## config.mk

```make
export PLATFORM = sky130hd
export DESIGN_NAME = ccff_chain_loader_flat
export DESIGN_NICKNAME = d
export VERILOG_FILES = /design/src/rtl/ccff_chain_loader_if.sv /design/src/rtl/ccff_chain_loader.sv /design/src/flat_wrapper.sv
export SDC_FILE = /design/constraint.sdc
export NUM_CORES = 1
export LEC_CHECK = 0
export ABC_CLOCK_PERIOD_IN_PS = 2750
export CORE_ASPECT_RATIO = 0.6
export CORE_MARGIN = 2
export CORE_UTILIZATION = 39
export CTS_BUF_LIST = sky130_fd_sc_hd__clkbuf_4 sky130_fd_sc_hd__clkbuf_8
export DETAILED_ROUTE_END_ITERATION = 8
export PLACE_DENSITY = 0.64
export SLEW_MARGIN = 40
export SYNTH_ARGS = -nofsm -noshare
export SYNTH_HDL_FRONTEND = slang
export SYNTH_SLANG_ARGS = --single-unit
```

## constraint.sdc

```tcl
create_clock -name prog_clk -period 2.75 [get_ports prog_clk]
set_input_delay 0.275 -clock prog_clk [delete_from_list [all_inputs] [get_ports prog_clk]]
set_output_delay 0.275 -clock prog_clk [all_outputs]
set_load 0.1 [all_outputs]
```

## src/rtl/ccff_chain_loader_if.sv

```systemverilog
// ccff_chain_loader_if: bitstream word valid/ready bus
// master drives word_in/word_valid and samples word_ready; slave is the loader.
interface ccff_chain_loader_if #(
  parameter int WORD_W = 8
);
  logic [WORD_W-1:0] word_in;
  logic              word_valid;
  logic              word_ready;
  modport master (output word_in, word_valid, input word_ready);
  modport slave  (input word_in, word_valid, output word_ready);
endinterface

```

## src/rtl/ccff_chain_loader.sv

```systemverilog
// ccff_chain_loader: serialises bitstream words MSB-first onto a config DFF chain
// ports: prog_clk/prog_reset (async, active-high); start begins a load (IDLE/DONE only);
// bus carries word_in/word_valid/word_ready; ccff_head/shift_en are registered chain drives;
// busy/done report load status; bit_count counts bits shifted in the current load.
module ccff_chain_loader #(
  parameter  int WORD_W    = 8,
  parameter  int CHAIN_LEN = 30,
  localparam int CNT_W     = $clog2(CHAIN_LEN + 1)
) (
  input  logic                 prog_clk,
  input  logic                 prog_reset,
  input  logic                 start,
  ccff_chain_loader_if.slave   bus,
  output logic                 ccff_head,
  output logic                 shift_en,
  output logic                 busy,
  output logic                 done,
  output logic [CNT_W-1:0]     bit_count
);
  localparam int LW = $clog2(WORD_W + 1);
  typedef enum logic [1:0] {IDLE, FETCH, SHIFT, DONE} state_t;
  state_t            state_q, state_d;
  logic [WORD_W-1:0] shreg_q, shreg_d;
  logic [LW-1:0]     left_q, left_d;
  logic [CNT_W-1:0]  bit_count_q, bit_count_d, rem;
  logic              ccff_head_q, ccff_head_d, shift_en_q, shift_en_d;
  always_comb begin
    state_d     = state_q;
    shreg_d     = shreg_q;
    left_d      = left_q;
    bit_count_d = bit_count_q;
    ccff_head_d = ccff_head_q;
    shift_en_d  = 1'b0;
    rem         = CNT_W'(CHAIN_LEN) - bit_count_q;
    case (state_q)
      IDLE, DONE: if (start) begin
        state_d     = FETCH;
        bit_count_d = '0;
      end
      FETCH: if (bus.word_valid) begin
        shreg_d = bus.word_in;
        // a final partial word only shifts the bits the chain still needs
        left_d  = (32'(rem) > 32'(WORD_W)) ? LW'(WORD_W) : LW'(rem);
        state_d = SHIFT;
      end
      SHIFT: begin
        ccff_head_d = shreg_q[WORD_W-1];
        shift_en_d  = 1'b1;
        shreg_d     = shreg_q << 1;
        bit_count_d = bit_count_q + CNT_W'(1);
        left_d      = left_q - LW'(1);
        if (left_q == LW'(1)) state_d = (bit_count_d == CNT_W'(CHAIN_LEN)) ? DONE : FETCH;
      end
      default: state_d = IDLE;
    endcase
  end
  always_ff @(posedge prog_clk or posedge prog_reset) begin
    if (prog_reset) begin
      state_q     <= IDLE;
      shreg_q     <= '0;
      left_q      <= '0;
      bit_count_q <= '0;
      ccff_head_q <= 1'b0;
      shift_en_q  <= 1'b0;
    end else begin
      state_q     <= state_d;
      shreg_q     <= shreg_d;
      left_q      <= left_d;
      bit_count_q <= bit_count_d;
      ccff_head_q <= ccff_head_d;
      shift_en_q  <= shift_en_d;
    end
  end
  assign bus.word_ready = state_q == FETCH;
  assign busy           = (state_q == FETCH) || (state_q == SHIFT);
  assign done           = state_q == DONE;
  assign ccff_head      = ccff_head_q;
  assign shift_en       = shift_en_q;
  assign bit_count      = bit_count_q;
endmodule

```

## src/flat_wrapper.sv

```systemverilog
// flat-port wrapper written by rule: the top's interface ports become plain ports
module ccff_chain_loader_flat 
#(
  parameter  int WORD_W    = 8,
  parameter  int CHAIN_LEN = 30,
  localparam int CNT_W     = $clog2(CHAIN_LEN + 1)
)
  (prog_clk, prog_reset, start, ccff_head, shift_en, busy, done, bit_count, bus_word_in, bus_word_valid, bus_word_ready);
  ccff_chain_loader_if #(.WORD_W(WORD_W)) bus_i ();
  input  logic prog_clk;
  input  logic prog_reset;
  input  logic start;
  output logic ccff_head;
  output logic shift_en;
  output logic busy;
  output logic done;
  output logic [CNT_W-1:0] bit_count;
  input wire logic [$bits(bus_i.word_in)-1:0] bus_word_in;
  input wire logic [$bits(bus_i.word_valid)-1:0] bus_word_valid;
  output wire logic [$bits(bus_i.word_ready)-1:0] bus_word_ready;
  assign bus_i.word_in = bus_word_in;
  assign bus_i.word_valid = bus_word_valid;
  assign bus_word_ready = bus_i.word_ready;
  ccff_chain_loader #(.WORD_W(WORD_W), .CHAIN_LEN(CHAIN_LEN)) u_core (.prog_clk(prog_clk), .prog_reset(prog_reset), .start(start), .bus(bus_i), .ccff_head(ccff_head), .shift_en(shift_en), .busy(busy), .done(done), .bit_count(bit_count));
endmodule
```

# == After elaboration in Yosys (flattened, before gate mapping) ==
# Index checks and enable logic that the tools add are counted.
# op_classes
reduce_logical,8
n_addsub,3
eq_ne,8
mux,13
magnitude_cmp,1
# op_table
op,n
case mux 8 bit (2 select lines),1
case mux 5 bit (2 select lines),1
two-way mux 2 bit,4
two-way mux 4 bit,2
two-way mux 8 bit,1
case mux 4 bit (2 select lines),1
case mux 2 bit (3 select lines),1
adder 5 x 1 -> 5 bit (second input constant),1
equality test 5 bit (second input constant),1
> comparator 5 x 4 -> 1 bit (second input constant),1
two-way mux 5 bit,1
subtractor 5 bit (first input constant),1
equality test 2 bit (second input constant),2
equality test 4 x 1 -> 1 bit (second input constant),1
inequality test 2 bit (second input constant),2
AND reduction 2 bit,2
nonzero test 2 bit,2
subtractor 4 x 1 -> 4 bit (second input constant),1
AND reduction 3 bit,1
equality test 2 x 1 -> 1 bit (second input constant),1
zero test 2 bit,1
inequality test 2 x 1 -> 1 bit (second input constant),1
OR reduction 2 bit,1
logical OR 1 bit,1
two-way mux 1 bit,1
# word_totals
wordCells,39
output_inout_bits,10
register_bits,21

# == Depth between registers and ports, before layout ==
# Gate-level depths: netlist of run 1.
# logic_depth
ltp_word,5
ltp_mapped,7

# == Least setup slack after synthesis of run 1 ==
# OpenSTA, ideal clock, no wires.
# synth_path
path_kind,register to register
start,"register u_core.bit_count_q[0], in the netlist u_core.bit_count[0]"
end,register u_core.left_q[0]
setup_ps,142
arrival_time_ps,2113
path_buffers,1
stages_incl_launch_ff,7
synth_period_minus_slack_ps,2255
slack_ps,495
path_cell_list,dfrtp_1 -> ha_1 -> buf_4 -> a21oi_1 -> o211a_1 -> o41ai_1 -> a22oi_1
# synth_between
elab_chain_cells,5
# synth_rtl
item,line,source
"start, declared",ccff_chain_loader.sv:25,"logic [CNT_W-1:0] bit_count_q, bit_count_d, rem;"
"start signal, assigned",ccff_chain_loader.sv:69,bit_count_q <= bit_count_d;
subtractor 5 bit *,ccff_chain_loader.sv:34,rem = CNT_W'(CHAIN_LEN) - bit_count_q;
> comparator 5 x 4 -> 1 bit,ccff_chain_loader.sv:43,left_d = (32'(rem) > 32'(WORD_W)) ? LW'(WORD_W) : LW'(rem);
two-way mux 4 bit *,ccff_chain_loader.sv:43,
two-way mux 4 bit *,ccff_chain_loader.sv:40,FETCH: if (bus.word_valid) begin
case mux 4 bit (2 select lines) *,ccff_chain_loader.sv:35,case (state_q)
"end signal, assigned",ccff_chain_loader.sv:68,left_q <= left_d;
"end, declared",ccff_chain_loader.sv:24,"logic [LW-1:0] left_q, left_d;"
# Mark *: on every way between the ends. The rest lies on a longest branch, timed or not. The select of a mux whose other input is x is not followed.
# A chain may end at the register's enable or synchronous reset.

# == Worst setup path after layout of run 1 ==
# layout_path
start,register u_core.state_q[1]
end,register u_core.left_q[3]
# layout_between
elab_chain_cells,3
word_cells_on_any_way,6
# layout_rtl
item,line,source
"start, declared",ccff_chain_loader.sv:22,"state_t state_q, state_d;"
"start signal, assigned",ccff_chain_loader.sv:66,state_q <= state_d;
equality test 2 x 1 -> 1 bit / equality test 2 bit (equally long branches),ccff_chain_loader.sv:35,
inequality test 2 bit (no line) / nonzero test 2 bit (equally long branches),--,
AND reduction 2 bit (no line),--,
# Several ways; a longest one is shown, not always the timed one.

==> results.sh, run 1 <==
export IMPL_cp_arrival_ns=2.10
export IMPL_cts_path_max_buffers=2
export IMPL_crit_required_ns=2.90
export IMPL_layout_nets=176
export IMPL_worst_skew_pair_late_latency_ns=0.26
export IMPL_cts_hold_buffers_added=0
export IMPL_yosysWarnings=0
export IMPL_wl_um=2740
export IMPL_status="complete, no violations"
export IMPL_hp_class="in -> async"
export IMPL_grt_pass1_vias=979
export IMPL_slew_violations=0
export IMPL_first_iter_violations=69
export IMPL_grt_pass1_wl_um=4870
export IMPL_drt_first_pass_iters=4
export IMPL_max_cap_violations=0
export IMPL_max_slew_margin_pct=50.4
export IMPL_async_flop_share_pct=100
export IMPL_peakVddDrop_uv=1090
export IMPL_syn_area_um2=1330
export IMPL_avgSynthCellArea_um2=9.78
export IMPL_antenna_found_initial=0
export IMPL_slowest_stage="mux2i_2"
export IMPL_worst_pin_slew_ns=0.729
export IMPL_synth_area_top_cells="dfrtp_1 40%, ha_1 8.5%, mux2i_1 6.0%"
export IMPL_die_x_um=79.4
export IMPL_coreArea_um2=3260
export IMPL_slowest_delay_ns=0.67
export IMPL_p_per_area_nw_per_um2=1120
export IMPL_synth_edf_count=0
export IMPL_gp_congestion=0.798
export IMPL_yosysMostFrequentCell="dfrtp_1"
export IMPL_synth_top_area_share_pct=39.5
export IMPL_period_share_pct=70.9
export IMPL_htreeDepth=1
export IMPL_start_util_pct=40.8
export IMPL_numPortBuffers=21
export IMPL_row_count=16
export IMPL_die_h_um=49.2
export IMPL_grt_setup_unrepaired="no"
export IMPL_clkTransAtPathRegs_ns=0.08
export IMPL_pre_cts_ws_ns=0.787
export IMPL_setup_tns_ns=0
export IMPL_ys_flop_type="dfrtp_1"
export IMPL_yosys_area_top_type="dfrtp_1"
export IMPL_crit_fanout=15
export IMPL_cts_made_buffers=3
export IMPL_finalCriticalPeriod_ns=1.95
export IMPL_wl_per_cell_um=13.8
export IMPL_clkSinkCount=21
export IMPL_synth_seq_cells=21
export IMPL_crit_chain="inv_1 > ha_1 > mux2i_2 > nor2_1 > a221o_1"
export IMPL_viasPerCell=5.01
export IMPL_startpoint_type="register"
export IMPL_crit_path_end_kind="register"
export IMPL_diodes=0
export IMPL_fmax_mhz=513
export IMPL_critPathKind="reg -> reg"
export IMPL_ys_seq_area_share_pct=39.5
export IMPL_gr_usage_all_layers_pct=16.1
export IMPL_finalSetupViolCount=0
export IMPL_grt_max_degree=26
export IMPL_overflow=0
export IMPL_dieArea_um2=3910
export IMPL_p_leak_nw=0.712
export IMPL_ant_nets=0
export IMPL_critical_path_buf_inv_count=1
export IMPL_setup_ws_ns=0.800
export IMPL_fin_skew_ns=0.00338
export IMPL_synth_cells=136
export IMPL_pin_count=22
export IMPL_drive_above_1_share_pct=16.2
export IMPL_finalHoldViolations=0
export IMPL_synthTopCellsByCount="21 x dfrtp_1, 16 x nand2_1, 14 x o21ai_0, 9 x ha_1, 9 x inv_1"
export IMPL_vias=997
export IMPL_dpl_hpwl_um=2020
export IMPL_tritoncts="yes"
export IMPL_route_detailed_drc=0
export IMPL_cts_setup_buffers=0
export IMPL_yosysUniqueCellTypes=38
export IMPL_syn_nets=157
export IMPL_synthToLayoutAreaGrowth_pct=18.7
export IMPL_post_cts_resized=0
export IMPL_crit_family="multiplexers"
export IMPL_root_buffer="clkbuf_8"
## layout make-up
class / instances / area (µm²)
clock buffers: 4 / 48.8
inverters: 9 / 33.8
fillers: 311 / 1680
multi-input cells: 97 / 714
flip-flops and latches: 21 / 526
repair buffers: 23 / 200
well taps: 45 / 56.3
## final timing paths
path                                               start                               to  slack (ns)  cells past startpoint
max in group asynchronous                     prog_reset  u_core.bit_count[2]$_DFFE_PP0P_        2.11                      2
setup reg to reg           u_core.state_q[1]$_DFFE_PP0P_     u_core.left_q[3]$_DFFE_PP0P_        0.80                      5
setup / recovery           u_core.state_q[1]$_DFFE_PP0P_     u_core.left_q[3]$_DFFE_PP0P_        0.80                      5
min in group prog_clk      u_core.shreg_q[6]$_DFFE_PP0P_    u_core.shreg_q[6]$_DFFE_PP0P_        0.48                      2
hold / removal                                prog_reset    u_core.shreg_q[1]$_DFFE_PP0P_        0.33                      2
hold reg to reg            u_core.shreg_q[6]$_DFFE_PP0P_    u_core.shreg_q[6]$_DFFE_PP0P_        0.48                      2
## placed cells by master (no fill, tap or decap), types with 2 or more instances in the layout
master and instances:
dfrtp_1 21, nand2_1 16, o21ai_0 14, buf_4 12
clkdlybuf4s50_1 11, ha_1 9, inv_1 8, mux2i_1 8
a21oi_1 5, a21o_1 4, nor3_1 4, nand2b_1 4
a22o_1 3, nand3_1 3, clkbuf_8 3, nor2_1 2
nor3_2 2, nor2b_1 2, a22oi_1 2
## power breakdown
| part | leakage, nW | internal (mW) | switching (mW) |
|---|---|---|---|
| sequential | 0.269 | 0.429 | 0.0980 |
| clock | 0.0262 | 0.113 | 0.102 |
| combinational | 0.417 | 0.318 | 0.709 |
| total | 0.712 | 0.860 | 0.908 |
## cell families after synthesis
family | Yosys count | synth area share, %
fa+ha+maj | 9 | 8.47
compound gates | 36 | 18.5
buf+inv | 18 | 6.77
xor+xnor | 2 | 1.32
simple gates | 40 | 17.5
flops | 21 | 39.5
mux | 10 | 7.90
## per-stage QoR
| stage | power (mW) | utilization (%) | cells | hold slack (ns) | area (µm²) |
|---|---|---|---|---|---|
| after floorplan | 1.34 | - | 136 | 0.252 | 1330 |
| after global placement | 1.53 | 46.9 | 195 | 0.464 | 1530 |
| after detailed placement | 1.55 | 46.9 | 195 | 0.474 | 1530 |
| after CTS | 1.78 | 48.4 | 199 | 0.492 | 1580 |
| after global routing | 1.91 | 48.4 | 199 | 0.372 | 1580 |
| final | 1.77 | 48.4 | 199 | 0.332 | 1580 |
## registers in the layout, summed over array words and instances, names as in the netlist
name,cells
u_core.left_q,4
u_core.shreg_q,8
u_core.state_q,2
u_core.ccff_head,1
u_core.shift_en,1
u_core.bit_count,5
## metal layers
layer / wire (µm) / up-vias / GRT usage (%)
li1: - / 517 / -
met1: 1510 / 456 / 24.6
met2: 1110 / 20 / 22.7
met3: 97 / 4 / 4.26
met4: 25 / 0 / 3.45
met5: 0 / - / 0
(Power assumes the default switching activity.)
==> run 2: changes to the inputs <==
ABC_CLOCK_PERIOD_IN_PS = 1850   (was 2750)
clock period = 1.85 ns   (was 2.75 ns; I/O delays follow)
==> results.sh, run 2 (synthesized netlist as in run 1, its figures left out) <==
export IMPL_wl_per_cell_um=14.2
export IMPL_route_detailed_drc=0
export IMPL_largest_reg_flops=8
export IMPL_antenna_found_initial=0
export IMPL_fin_skew_ns=0.000721
export IMPL_status="complete, no violations"
export IMPL_cts_path_max_buffers=2
export IMPL_first_iter_violations=109
export IMPL_viasPerCell=5.20
export IMPL_grt_max_degree=17
export IMPL_crit_required_ns=2.00
export IMPL_wl_um=2890
export IMPL_grt_pass1_wl_um=5000
export IMPL_slowest_stage="dfrtp_1"
export IMPL_cts_setup_buffers=0
export IMPL_multiInputGateArea_um2=734
export IMPL_utilization_pct=52.0
export IMPL_p_leak_nw=0.744
export IMPL_drive_above_1_share_pct=23.3
export IMPL_overflow=0
export IMPL_max_cap_violations=0
export IMPL_max_slew_margin_pct=55.7
export IMPL_hp_class="in -> async"
export IMPL_synthToLayoutAreaGrowth_pct=27.7
export IMPL_tritoncts="yes"
export IMPL_pre_cts_ws_ns=0.0832
export IMPL_setup_tns_ns=0
export IMPL_peakVddDrop_uv=1390
export IMPL_row_count=16
export IMPL_start_util_pct=40.8
export IMPL_pin_count=22
export IMPL_vias=1060
export IMPL_gr_usage_all_layers_pct=16.6
export IMPL_root_buffer="clkbuf_8"
export IMPL_critPathKind="reg -> reg"
export IMPL_die_x_um=79.4
export IMPL_slew_violations=0
export IMPL_largest_register="u_core.shreg_q"
export IMPL_crit_path_end_kind="register"
export IMPL_clkTransAtPathRegs_ns=0.07
export IMPL_p_per_area_nw_per_um2=1680
export IMPL_dpl_cell_area_um2=1640
export IMPL_finalSetupViolCount=0
export IMPL_finalHoldViolations=0
export IMPL_dieArea_um2=3910
export IMPL_gp_congestion=0.887
export IMPL_slowest_delay_ns=0.44
export IMPL_regArea_um2=537
export IMPL_die_h_um=49.2
export IMPL_cp_arrival_ns=1.89
export IMPL_crit_chain="inv_1 > ha_1 > nand2b_1 > o21ai_0 > a22o_1"
export IMPL_fmax_mhz=576
export IMPL_setup_ws_ns=0.112
export IMPL_worst_hold_slack_ns=0.240
export IMPL_grt_pass1_vias=1057
export IMPL_layout_nets=181
export IMPL_clkSinkCount=21
export IMPL_crit_fanout=5
export IMPL_cts_hold_buffers_added=0
export IMPL_cts_made_buffers=3
export IMPL_coreArea_um2=3260
export IMPL_diodes=0
export IMPL_htreeDepth=1
export IMPL_worst_pin_slew_ns=0.657
export IMPL_fillerInstances=295
export IMPL_finalCriticalPeriod_ns=1.74
export IMPL_drt_first_pass_iters=4
export IMPL_design_area_um2=1700
export IMPL_worst_skew_pair_late_latency_ns=0.26
export IMPL_startpoint_type="register"
export IMPL_post_cts_resized=0
export IMPL_numPortBuffers=21
export IMPL_dpl_hpwl_um=2220
export IMPL_grt_setup_unrepaired="no"
export IMPL_final_cell_mix="16 x nand2_1, 16 x dfrtp_1, 14 x o21ai_0"
export IMPL_ant_nets=0
export IMPL_period_share_pct=93.9
-- run 2: cell types whose count changed in the layout (fill, tap and decap cells not counted), sizes merged --
| cell | change |
|---|---|
| buf | +5 |
-- run 2: per-layer routing --
| metal | global-route usage, % | part of all wire (%) |
|---|---|---|
| met1 | 25.1 | 53 |
| met2 | 22.7 | 40 |
| met3 | 5.19 | 6.0 |
| met4 | 4.02 | 0.86 |
| met5 | 0 | 0 |
-- run 2: report_power, final --
part | total (mW) | leakage, nW | internal, mW | switching [mW]
Clock | 0.316 | 0.0262 | 0.168 | 0.148
Combinational | 1.75 | 0.458 | 0.640 | 1.11
Sequential | 0.792 | 0.260 | 0.647 | 0.146
-- run 2: layout make-up --
class / count / area share (%)
multi-input combinational: 97 / 43.3
tap: 45 / 3.32
inverter: 9 / 1.99
timing repair buffer: 28 / 16.9
clock buffer: 4 / 2.87
sequential: 21 / 31.6
-- run 2: worst paths after layout --
kind,startpoint,endpoint,slack [ns],depth (start not counted)
min in group prog_clk,bus_word_in[0],u_core.shreg_q[0]$_DFFE_PP0P_,0.48,3
setup reg to reg,u_core.state_q[0]$_DFFE_PP0P_,u_core.bit_count[2]$_DFFE_PP0P_,0.11,5
max in group asynchronous,prog_reset,u_core.shreg_q[6]$_DFFE_PP0P_,1.08,3
hold reg to reg,u_core.shreg_q[6]$_DFFE_PP0P_,u_core.shreg_q[6]$_DFFE_PP0P_,0.49,2
hold / removal,prog_reset,u_core.state_q[0]$_DFFE_PP0P_,0.24,2
setup / recovery,u_core.state_q[0]$_DFFE_PP0P_,u_core.bit_count[2]$_DFFE_PP0P_,0.11,5
-- run 2: through the flow --
| step | power, mW | cells |
|---|---|---|
| 2_1_floorplan | 2.03 | 136 |
| 3_3_place_gp | 2.49 | 200 |
| 3_5_place_dp | 2.54 | 200 |
| 4_1_cts | 2.86 | 204 |
| 5_1_grt | 3.06 | 204 |
| 6_report | 2.86 | 204 |
-- run 2: critical path: cells and delay by family, from the launching register on --
kind	cells	cell delay, ns
AOI/OAI and AO/OA	2	0.59
and+or+nand+nor	1	0.16
buffers and inverters	1	0.10
adders and majority gates	1	0.34
DFF	1	0.44
==> run 3: changes to the inputs <==
ABC_CLOCK_PERIOD_IN_PS = 2000   (was 1850)
CORE_UTILIZATION = 48   (was 39)
PLACE_DENSITY = 0.75   (was 0.64)
clock period = 2 ns   (was 1.85 ns; I/O delays follow)
==> results.sh, run 3 (synthesized netlist as in run 1, its figures left out) <==
export IMPL_status="complete, no violations"
export IMPL_dpl_hpwl_um=2130
export IMPL_cts_made_buffers=3
export IMPL_post_cts_resized=0
export IMPL_drt_first_pass_iters=4
export IMPL_p_seq_share_pct=27.9
export IMPL_ant_nets=0
export IMPL_htreeDepth=1
export IMPL_row_count=14
export IMPL_p_per_area_nw_per_um2=1570
export IMPL_total_power_mw=2.58
export IMPL_cp_arrival_ns=1.94
export IMPL_wl_um=2730
export IMPL_startpoint_type="register"
export IMPL_diodes=0
export IMPL_fin_skew_ns=0.00546
export IMPL_cts_setup_buffers=0
export IMPL_crit_required_ns=2.13
export IMPL_finalSetupViolCount=0
export IMPL_layout_nets=179
export IMPL_max_slew_margin_pct=62.3
export IMPL_drive_above_1_share_pct=19.7
export IMPL_worst_skew_pair_late_latency_ns=0.26
export IMPL_pin_count=22
export IMPL_grt_max_degree=17
export IMPL_netSwitchingPower_mw=1.28
export IMPL_grt_setup_unrepaired="no"
export IMPL_numPortBuffers=21
export IMPL_finalHoldViolations=0
export IMPL_setup_ws_ns=0.195
export IMPL_finalCriticalPeriod_ns=1.80
export IMPL_hp_class="in -> async"
export IMPL_comb_power_share_pct=60.7
export IMPL_final_common_cell="dfrtp_1"
export IMPL_p_leak_nw=0.736
export IMPL_largest_reg_flops=8
export IMPL_clkTransAtPathRegs_ns=0.08
export IMPL_overflow=0
export IMPL_synthToLayoutAreaGrowth_pct=23.4
export IMPL_tritoncts="yes"
export IMPL_fmax_mhz=554
export IMPL_pre_cts_ws_ns=0.193
export IMPL_dieArea_um2=3220
export IMPL_coreArea_um2=2570
export IMPL_setup_tns_ns=0
export IMPL_grt_pass1_vias=953
export IMPL_power_frac_clock_pct=11.4
export IMPL_crit_path_end_kind="register"
export IMPL_max_cap_violations=0
export IMPL_start_util_pct=51.7
export IMPL_final_cell_mix="18 x dfrtp_1, 16 x nand2_1, 14 x o21ai_0"
export IMPL_period_share_pct=90.2
export IMPL_clkSinkCount=21
export IMPL_cts_hold_buffers_added=0
export IMPL_peakVddDrop_uv=1510
export IMPL_crit_fanout=10
export IMPL_die_h_um=44.8
export IMPL_route_detailed_drc=0
export IMPL_wl_per_cell_um=14.5
export IMPL_vias=1064
export IMPL_viasPerCell=5.63
export IMPL_cts_path_max_buffers=2
export IMPL_first_iter_violations=61
export IMPL_gr_usage_all_layers_pct=19.0
export IMPL_die_x_um=72.0
export IMPL_grt_pass1_wl_um=4580
export IMPL_root_buffer="clkbuf_8"
export IMPL_slew_violations=0
export IMPL_switching_share_pct=49.4
export IMPL_worst_pin_slew_ns=0.559
export IMPL_gp_congestion=0.931
export IMPL_antenna_found_initial=0
export IMPL_critPathKind="reg -> reg"
export IMPL_internal_power_mw=1.30
export IMPL_largest_register="u_core.shreg_q"
run 3: power groups by stage:
| stage | sequential, mW | combinational, mW | clock [mW] |
|---|---|---|---|
| floorplan | 0.905 | 0.940 | 0 |
| CTS | 0.717 | 1.58 | 0.299 |
| finish | 0.720 | 1.57 | 0.293 |
| global placement | 0.714 | 1.54 | 0 |
| detailed placement | 0.727 | 1.56 | 0 |
| global route | 0.745 | 1.70 | 0.320 |
run 3: cell type report:
class	instances	area, µm²
multi-input combinational	97	717
fill	204	933
inverter	9	33.8
tap	32	40.0
sequential	21	529
timing repair buffer	26	273
clock buffer	4	48.8
run 3: final timing paths:
kind                                          startpoint                       endpoint  slack (ns)  cells past startpoint
max in group asynchronous                     prog_reset  u_core.shreg_q[7]$_DFFE_PP0P_        1.30                      3
hold reg to reg            u_core.shreg_q[7]$_DFFE_PP0P_  u_core.shreg_q[7]$_DFFE_PP0P_        0.48                      2
min in group prog_clk      u_core.shreg_q[7]$_DFFE_PP0P_  u_core.shreg_q[7]$_DFFE_PP0P_        0.48                      2
setup reg to reg           u_core.state_q[0]$_DFFE_PP0P_   u_core.left_q[2]$_DFFE_PP0P_        0.20                      6
setup / recovery           u_core.state_q[0]$_DFFE_PP0P_   u_core.left_q[2]$_DFFE_PP0P_        0.20                      6
hold / removal                                prog_reset  u_core.state_q[0]$_DFFE_PP0P_        0.19                      2
run 3: routing by layer:
metal	track usage [%]	vias up	wire, µm
li1	-	519	-
met1	29.4	519	1360
met2	26.7	24	1240
met3	4.69	2	107
met4	4.91	0	21
met5	0	-	0
run 3: worst max-delay path, cell delays in order (launching register included):
cell and delay, ns:
dfrtp_1 0.42, inv_1 0.09, ha_1 0.44, mux2i_2 0.20, buf_4 0.20, a22oi_1 0.22
o41ai_2 0.11
run 3: per-stage QoR:
step	hold WS, ns	utilization (%)	std cells	cell area (µm²)
2_1_floorplan	0.176	-	136	1340
6_report	0.188	63.8	189	1640
3_3_place_gp	0.462	61.9	185	1590
5_1_grt	0.225	63.8	189	1640
3_5_place_dp	0.472	61.9	185	1590
4_1_cts	0.205	63.8	189	1640
